==> config.mk <==
export PLATFORM = sky130hd
export DESIGN_NAME = seq_alu
export DESIGN_NICKNAME = d
export VERILOG_FILES = /design/src/rtl/alu_pkg.sv /design/src/rtl/alu_shift_mul.sv /design/src/rtl/seq_alu.sv
export SDC_FILE = /design/constraint.sdc
export NUM_CORES = 1
export LEC_CHECK = 0
export CAP_MARGIN = 10
export CORE_ASPECT_RATIO = 0.6
export CORE_UTILIZATION = 50
export DETAILED_ROUTE_END_ITERATION = 7
export HOLD_SLACK_MARGIN = 0.02
export PLACE_DENSITY = 0.7
export SYNTH_ARGS = -nofsm -noshare
export SYNTH_HDL_FRONTEND = slang
export SYNTH_SLANG_ARGS = --single-unit
==> constraint.sdc <==
create_clock -name clk -period 4.3 [get_ports clk]
set_input_delay 0.86 -clock clk [delete_from_list [all_inputs] [get_ports clk]]
set_output_delay 0.86 -clock clk [all_outputs]
set_load 0.02 [all_outputs]
==> src/rtl/alu_pkg.sv <==
// Shared definitions for the sequential ALU: opcode values, FSM states and
// bit positions inside the {N,V,C,Z} flag word.
package alu_pkg;

    localparam int ALU_OPW = 3;

    localparam logic [ALU_OPW-1:0] OP_NOT = 3'b000;
    localparam logic [ALU_OPW-1:0] OP_ADD = 3'b001;
    localparam logic [ALU_OPW-1:0] OP_SUB = 3'b010;
    localparam logic [ALU_OPW-1:0] OP_SHL = 3'b011;
    localparam logic [ALU_OPW-1:0] OP_AND = 3'b100;
    localparam logic [ALU_OPW-1:0] OP_OR  = 3'b101;
    localparam logic [ALU_OPW-1:0] OP_XOR = 3'b110;
    localparam logic [ALU_OPW-1:0] OP_MUL = 3'b111;

    typedef enum logic [1:0] {
        ST_IDLE = 2'd0,
        ST_MUL  = 2'd1,
        ST_DONE = 2'd2
    } state_e;

    localparam int FLAG_Z = 0;
    localparam int FLAG_C = 1;
    localparam int FLAG_V = 2;
    localparam int FLAG_N = 3;

endpackage

==> src/rtl/alu_shift_mul.sv <==
// Sequential shift-add multiplier: one multiplier bit per cycle, WIDTH cycles
// per product. The first bit is folded into the load so done pulses WIDTH-1
// edges after start.
module alu_shift_mul #(
    parameter int WIDTH = 8
) (
    input  logic               clk,
    input  logic               rst,
    input  logic               start_i,
    input  logic [WIDTH-1:0]   a_i,
    input  logic [WIDTH-1:0]   b_i,
    output logic               busy_o,
    output logic               done_o,
    output logic [2*WIDTH-1:0] product_o
);

    localparam int CW = $clog2(WIDTH + 1);

    logic [2*WIDTH-1:0] acc_q;
    logic [2*WIDTH-1:0] mcand_q;
    logic [WIDTH-1:0]   mplier_q;
    logic [CW-1:0]      cnt_q;
    logic               busy_q;
    logic               done_q;

    // NOTE: every register here uses <= so all of them see pre-edge values;
    // blocking assignments would let a later statement read an updated value.
    always_ff @(posedge clk or posedge rst) begin
        if (rst) begin
            acc_q    <= '0;
            mcand_q  <= '0;
            mplier_q <= '0;
            cnt_q    <= '0;
            busy_q   <= 1'b0;
            done_q   <= 1'b0;
        end else begin
            done_q <= 1'b0;
            if (start_i) begin
                acc_q    <= b_i[0] ? {{WIDTH{1'b0}}, a_i} : '0;
                mcand_q  <= {{(WIDTH-1){1'b0}}, a_i, 1'b0};
                mplier_q <= b_i >> 1;
                cnt_q    <= CW'(WIDTH - 1);
                busy_q   <= 1'b1;
            end else if (busy_q) begin
                if (mplier_q[0]) begin
                    acc_q <= acc_q + mcand_q;
                end
                mcand_q  <= mcand_q << 1;
                mplier_q <= mplier_q >> 1;
                cnt_q    <= cnt_q - CW'(1);
                if (cnt_q == CW'(1)) begin
                    busy_q <= 1'b0;
                    done_q <= 1'b1;
                end
            end
        end
    end

    assign busy_o    = busy_q;
    assign done_o    = done_q;
    assign product_o = acc_q;

endmodule

==> src/rtl/seq_alu.sv <==
// Sequential ALU with valid/ready handshakes on both sides. Single-cycle ops
// finish at the accept edge; multiply runs through the shift-add sub-block.
module seq_alu
    import alu_pkg::*;
#(
    parameter  int WIDTH = 8,
    localparam int OPW   = ALU_OPW
) (
    input  logic             clk,
    input  logic             rst,
    input  logic [WIDTH-1:0] A,
    input  logic [WIDTH-1:0] B,
    input  logic [OPW-1:0]   S,
    input  logic             in_valid,
    output logic             in_ready,
    output logic [WIDTH-1:0] Y,
    output logic [3:0]       flags,
    output logic             out_valid,
    input  logic             out_ready
);

    state_e             state_q;
    logic [WIDTH-1:0]   y_q;
    logic [3:0]         flags_q;

    logic [WIDTH-1:0]   res_d;
    logic [3:0]         flags_d;
    logic               c_d;
    logic               v_d;
    logic [WIDTH:0]     wide;

    logic               accept;
    logic               mul_start;
    logic               mul_busy;
    logic               mul_done;
    logic [2*WIDTH-1:0] mul_product;

    assign in_ready  = (state_q == ST_IDLE) && !mul_busy;
    assign accept    = in_valid && in_ready;
    assign mul_start = accept && (S == OP_MUL);

    alu_shift_mul #(.WIDTH(WIDTH)) u_mul (
        .clk       (clk),
        .rst       (rst),
        .start_i   (mul_start),
        .a_i       (A),
        .b_i       (B),
        .busy_o    (mul_busy),
        .done_o    (mul_done),
        .product_o (mul_product)
    );

    // NOTE: defaults before the case keep every path assigned, so no latch is inferred.
    always_comb begin
        res_d = '0;
        c_d   = 1'b0;
        v_d   = 1'b0;
        wide  = '0;
        if (state_q == ST_MUL) begin
            res_d = mul_product[WIDTH-1:0];
            c_d   = |mul_product[2*WIDTH-1:WIDTH];
        end else begin
            case (S)
                OP_NOT: res_d = ~A;
                OP_ADD: begin
                    wide  = {1'b0, A} + {1'b0, B};
                    res_d = wide[WIDTH-1:0];
                    c_d   = wide[WIDTH];
                    v_d   = (A[WIDTH-1] == B[WIDTH-1]) && (res_d[WIDTH-1] != A[WIDTH-1]);
                end
                OP_SUB: begin
                    wide  = {1'b0, A} - {1'b0, B};
                    res_d = wide[WIDTH-1:0];
                    c_d   = wide[WIDTH];
                    v_d   = (A[WIDTH-1] != B[WIDTH-1]) && (res_d[WIDTH-1] != A[WIDTH-1]);
                end
                OP_SHL: begin
                    res_d = {A[WIDTH-2:0], 1'b0};
                    c_d   = A[WIDTH-1];
                    v_d   = A[WIDTH-1] ^ A[WIDTH-2];
                end
                OP_AND: res_d = A & B;
                OP_OR:  res_d = A | B;
                OP_XOR: res_d = A ^ B;
                OP_MUL: res_d = '0;
            endcase
        end
        flags_d         = '0;
        flags_d[FLAG_N] = res_d[WIDTH-1];
        flags_d[FLAG_V] = v_d;
        flags_d[FLAG_C] = c_d;
        flags_d[FLAG_Z] = (res_d == '0);
    end

    always_ff @(posedge clk or posedge rst) begin
        if (rst) begin
            state_q <= ST_IDLE;
            y_q     <= '0;
            flags_q <= '0;
        end else begin
            case (state_q)
                ST_IDLE: begin
                    if (accept) begin
                        if (S == OP_MUL) begin
                            state_q <= ST_MUL;
                        end else begin
                            state_q <= ST_DONE;
                            y_q     <= res_d;
                            flags_q <= flags_d;
                        end
                    end
                end
                ST_MUL: begin
                    if (mul_done) begin
                        state_q <= ST_DONE;
                        y_q     <= res_d;
                        flags_q <= flags_d;
                    end
                end
                ST_DONE: begin
                    if (out_ready) begin
                        state_q <= ST_IDLE;
                    end
                end
                default: state_q <= ST_IDLE;
            endcase
        end
    end

    assign Y         = y_q;
    assign flags     = flags_q;
    assign out_valid = (state_q == ST_DONE);

endmodule

# After elaboration in Yosys (flattened, before gate mapping)

Index checks and enable logic that the tools add are counted.

Output and inout bits: 14
Input port bits: 23
Logic and storage cells: 87
Flip-flop bits (word level): 60

Eq/ne operators: 18
Add/sub/neg operators: 4
Reduce and logical (&&, ||, !) cells: 16
Muxes and demuxes: 35
Bitwise operators: 5

Operators with widths:

| kind                                                                   | count |
|---|---|
| 16-bit 2-to-1 mux                                                      | 5 |
| 8-bit case mux with 8 select lines                                     | 1 |
| 8-bit 2-to-1 mux                                                       | 7 |
| 4-bit 2-to-1 mux                                                       | 5 |
| 16-bit adder                                                           | 1 |
| 8-bit case mux with 2 select lines                                     | 1 |
| 3-bit equality test (second input constant)                            | 4 |
| 8-bit by 8-bit adder with 9-bit output                                 | 1 |
| 8-bit by 8-bit subtractor with 9-bit output                            | 1 |
| 8-bit AND                                                              | 1 |
| 8-bit zero test                                                        | 1 |
| 1-bit 2-to-1 mux                                                       | 8 |
| 2-bit 2-to-1 mux                                                       | 4 |
| 8-bit inverter                                                         | 1 |
| 8-bit OR                                                               | 1 |
| 4-bit case mux with 2 select lines                                     | 1 |
| 8-bit OR reduction                                                     | 1 |
| 8-bit bitwise XOR                                                      | 1 |
| 3-bit by 2-bit equality test with 1-bit output (second input constant) | 2 |
| 1-bit case mux with 3 select lines                                     | 2 |
| 2-bit case mux with 3 select lines                                     | 1 |
| 2-bit nonzero test                                                     | 3 |
| 1-bit logical AND                                                      | 5 |
| 4-bit by 1-bit equality test with 1-bit output (second input constant) | 1 |
| other kinds (15)                                                       | 19 |

# Longest topological paths before layout

Depth after elaboration: 8
Depth in mapped cells: 11
Depth with buffers taken out: 10

# Modules after synthesis

Synthesis repeated with hierarchy kept, for this count alone.

Cells, all modules: 552
Area total of the unflattened synthesis: 4767.1 sq um

Modules (own cells, without submodules):

| module        | area each (sq um) | instances | cells each | sequential area each (sq um) |
|---|---|---|---|---|
| alu_shift_mul | 2721.4            | 1         | 287        | 1101.1 |
| seq_alu       | 2045.7            | 1         | 265        | 325.3 |

# Least setup slack after synthesis

No wires, ideal clock.

Kind: in2reg
Start: input port A[0]
End: register y_q[6], in the netlist Y[6]
Stages on the path: 8
Path buffers: 0
Setup slack: 1.479 ns
Arrival time: 2.756 ns
Required time: 4.235 ns
Setup time: 0.065 ns
Cells stage by stage: ha_1 fa_1 a211oi_2 nor2_1 or3_1 o221a_1 o31ai_2 mux2_2

Word-level cells in the longest chain between the ends: 6
Elaborated cells between the ends (all ways): 8
Classes of those cells: 2 x add/sub; 6 x mux

RTL lines:

| item                                                                                                         | line                         | RTL |
|---|---|---|
| from (decl)                                                                                                  | seq_alu.sv:11                | `input logic [WIDTH-1:0] A,` |
| 8-bit by 8-bit subtractor with 9-bit output / 8-bit by 8-bit adder with 9-bit output (equally long branches) | seq_alu.sv:72, seq_alu.sv:66 |  |
| 8-bit case mux with 8 select lines *                                                                         | seq_alu.sv:63                | `case (S)` |
| 8-bit 2-to-1 mux *                                                                                           | seq_alu.sv:59                | `if (state_q == ST_MUL) begin` |
| 8-bit 2-to-1 mux                                                                                             | seq_alu.sv:104               | `if (S == OP_MUL) begin` |
| 8-bit 2-to-1 mux                                                                                             | seq_alu.sv:103               | `if (accept) begin` |
| 8-bit case mux with 2 select lines *                                                                         | seq_alu.sv:101               | `case (state_q)` |
| to (signal assigned)                                                                                         | seq_alu.sv:108               | `y_q <= res_d;` |
| to (signal assigned)                                                                                         | seq_alu.sv:116               | `y_q <= res_d;` |
| to (decl)                                                                                                    | seq_alu.sv:23                | `logic [WIDTH-1:0] y_q;` |

Every way passes the cells marked *; elsewhere a longest branch is shown, timed or not. The select of a mux whose other input is x is not followed.
A chain may end at the register's enable or synchronous reset.

# Final worst setup path

Start: input port B[0]
End: register flags_q[0], in the netlist flags[0]

Word-level cells in the longest chain between the ends: 7
Elaborated cells between the ends (all ways): 12
Classes of those cells: 2 x add/sub; 6 x mux; 3 x bitwise; 1 x reduce/logical

RTL lines:

| item                                                                | line           | RTL |
|---|---|---|
| from (decl)                                                         | seq_alu.sv:12  | `input logic [WIDTH-1:0] B,` |
| 8-bit by 8-bit subtractor with 9-bit output (tied with other cells) | seq_alu.sv:72  | `wide = {1'b0, A} - {1'b0, B};` |
| 8-bit case mux with 8 select lines *                                | seq_alu.sv:63  |  |
| 8-bit 2-to-1 mux *                                                  | seq_alu.sv:59  |  |
| 8-bit zero test *                                                   | seq_alu.sv:92  | `flags_d[FLAG_Z] = (res_d == '0);` |
| 4-bit 2-to-1 mux                                                    | seq_alu.sv:104 |  |
| 4-bit 2-to-1 mux                                                    | seq_alu.sv:103 |  |
| 4-bit case mux with 2 select lines *                                | seq_alu.sv:101 |  |
| to (signal assigned)                                                | seq_alu.sv:109 | `flags_q <= flags_d;` |
| to (signal assigned)                                                | seq_alu.sv:117 | `flags_q <= flags_d;` |
| to (decl)                                                           | seq_alu.sv:24  | `logic [3:0] flags_q;` |

Marked as above.

==> summary.md <==
| Metric | Value |
|---|---|
| Gr usage total | `around 30%` |
| First-pass GRT wire length | `roughly 23,000 um` |
| Clock sink total | `57` |
| Async S/R FF share, synth | `100%` |
| Status | `finished clean` |
| # nets final | `approximately 640` |
| Initial antenna violation count | `0` |
| Area Overhead vs Synth | `15.7%` |
| PortBufs | `36` |
| Commonest non-fill, non-tap cell in the layout | `dfrtp_1` |
| Clk_lat worst skew | `0.33 ns` |
| Core box area | `a little over 9000 um2` |
| Root Buffer Master | `clkbuf_16` |
| Multi-input gate area | `around 3000 um2` |
| Antenna cells | `0` |
| DP HPWL | `10,500 um` |
| Overflow after GRT | `0` |
| # resized after CTS | `0` |
| Sequential share of the synthesized area | `30.0%` |
| Tcrit/Tclk final | `around 86%` |
| Vias in the first global route | `approximately 4,100` |
| Htree depth | `3` |
| Worst Path Required | `4.53 ns` |
| Die H | `between 70 and 80 um` |
| Initial core utilization | `between 50% and 60%` |
| Ports | `37` |
| Row count | `27` |
| Clock buffer count from CTS | `9` |
| Vias/cell | `between 6 and 7` |
| FMAX | `0.269 GHz` |
| Hold buffers post-CTS | `0` |
| # Post-CTS Setup Buffers | `0` |
| Crit-path max FO | `10` |
| HP Class | `flop to flop` |
| CP arrival | `slightly below 4 ns` |
| Largest net degree at the start of global routing | `37` |
| Post-synthesis cell count | `549` |
| Post-synth top flop | `dfrtp_1` |
| Worst-Margin Slew | `1.04 ns` |
| Maximum VDD drop | `around 0.24 mV` |
| Setup Skew | `between 0.006 and 0.007 ns` |
| Fraction of layout cells with a size suffix above 1 | `a little under a tenth` |
| CTS tree | `done` |
| Max Cap Viol | `0` |
| Final setup fails | `0` |
| Post-Syn Nets | `between 600 and 700` |
| Die area | `9910 um2` |
| DP Area | `just over 5000 um2` |
| Final min period | `roughly 3.7 ns` |
| Setup TNS | `0 ns` |
| Fin. max-slew vios | `0` |
| RSZ-0062 raised after global routing | `no` |
| DR pass1 iterations | `5` |
| CTS max path bufs | `2` |
| Leak | `approximately 2.5 nW` |
| Most frequent cells in the layout | `dfrtp_1, nor2_1, o21ai_0` |
| YS warnings | `0` |
| Worst-path clk slew | `roughly 0.060 ns` |
| WL/cell | `19.7 um` |
| Register bit count reported by yosys | `57` |
| RD Place Congestion | `just over 1` |
| Final hold vios | `0` |
| Reg area | `roughly 1400 um2` |
| Chip Width | `between 100 and 150 um` |
| Post-route ant nets | `0` |
| Setup CP Type | `primary input to flop` |
| Cell area after synthesis | `~4800 um2` |
| Fillcell total | `808` |
| Number of flops mapped to enable cells by yosys | `0` |
| Vias | `roughly 4,500` |
| Mean post-synth cell area | `just under 9 um2` |
| DRC | `0` |
| Worst slew margin | `30.6%` |
| Final wirelength | `about 14,000 um` |
| Fin area | `~5500 um2` |
| Startpoint types | `primary input` |
| Iter 0 DRT Violations | `between 500 and 600` |
| Synth unique cells | `between 80 and 90` |
| P per Cell Area | `566 nW/um2` |
| Crit. End Element | `flop` |
-- cell usage after synthesis (7+ instances only) --
cell type  number  area share, %
inv_1          29            2.3
nand2b_1        8            1.1
a221o_1         9            1.9
xor2_1          9            1.7
a21oi_1        22            2.3
nor3b_1         7            1.1
ha_1           40             11
a21o_1          7            1.1
nand3_1        20            2.1
nand2_1        44            3.5
clkbuf_1       17            1.3
nor3_1         11            1.2
nor2_1         50            3.9
mux2i_1        20            4.2
xnor2_1         7            1.3
dfrtp_1        57             30
o21ai_0        47            4.9
-- flip-flops by register name, summed over array words and instances (netlist names) --
name	cells
u_mul.cnt_q	4
u_mul.product_o	16
u_mul.mcand_q	15
u_mul.mplier_q	7
u_mul.busy_o	1
Y	8
state_q	2
flags	3
u_mul.done_o	1
-- stage by stage --
| stage | hold WS (ns) | setup slack [ns] | std cells | power (mW) | util, % |
|---|---|---|---|---|---|
| 2_1_floorplan | 0.437 | 1.48 | 549 | 1.88 | - |
| 3_3_place_gp | 0.461 | 0.424 | 692 | 2.25 | 56.3 |
| 3_5_place_dp | 0.476 | 0.397 | 692 | 2.32 | 56.3 |
| 4_1_cts | 0.488 | 0.737 | 708 | 3.09 | 59.8 |
| 5_1_grt | 0.518 | 0.379 | 708 | 3.31 | 59.8 |
| 6_report | 0.482 | 0.589 | 708 | 3.11 | 59.8 |
-- report_power, final --
group	total, mW	internal, mW	switching [mW]
clock network	0.765	0.506	0.259
logic	1.38	0.600	0.776
registers	0.970	0.752	0.218
total	3.11	1.86	1.25
-- cells by family after synthesis --
logic type	after synthesis	share of synthesized area (%)
flops	57	30.0
simple gates	179	19.0
fa+ha+maj	43	11.8
xor+xnor	16	2.95
mux	26	5.63
buf+inv	65	6.45
compound gates	163	24.2
-- cell type report --
type,instances,share of cell area (%)
Clock inverter,7,1.73
Inverter,30,2.05
Tap cell,130,2.96
Timing Repair Buffer,48,8.19
Clock buffer,9,4.10
Sequential cell,57,25.9
Multi-Input combinational cell,427,55.0
-- critical path, stage by stage --
cell and delay (ns):
clkdlybuf4s50_1 0.62, ha_1 0.36, fa_1 0.45, xnor2_1 0.20
a221oi_1 0.10, a221o_1 0.27, o21ai_0 0.51, and4b_1 0.28
nand3_1 0.07, o31ai_1 0.23
-- final timing paths --
kind / endpoint / slack [ns] / start / cells after the start
max in group asynchronous: u_mul.cnt_q[1]$_DFFE_PP0P_ / 2.51 / rst / 3
max: flags[0]$_DFFE_PP0P_ / 0.59 / B[0] / 10
min in group asynchronous: Y[1]$_DFFE_PP0P_ / 0.98 / rst / 2
min: Y[3]$_DFFE_PP0P_ / 0.48 / Y[3]$_DFFE_PP0P_ / 2
min reg2reg: Y[3]$_DFFE_PP0P_ / 0.48 / Y[3]$_DFFE_PP0P_ / 2
max reg2reg: u_mul.product_o[15]$_DFFE_PP0P_ / 1.61 / u_mul.product_o[1]$_DFFE_PP0P_ / 10
-- routing by layer --
metal	wire, um	global-route usage (%)
met3	1680	9.86
met5	0	0
met1	6530	44.4
met2	5590	41.1
met4	151	7.29
No activity file was read; power rests on OpenSTA's default activity.
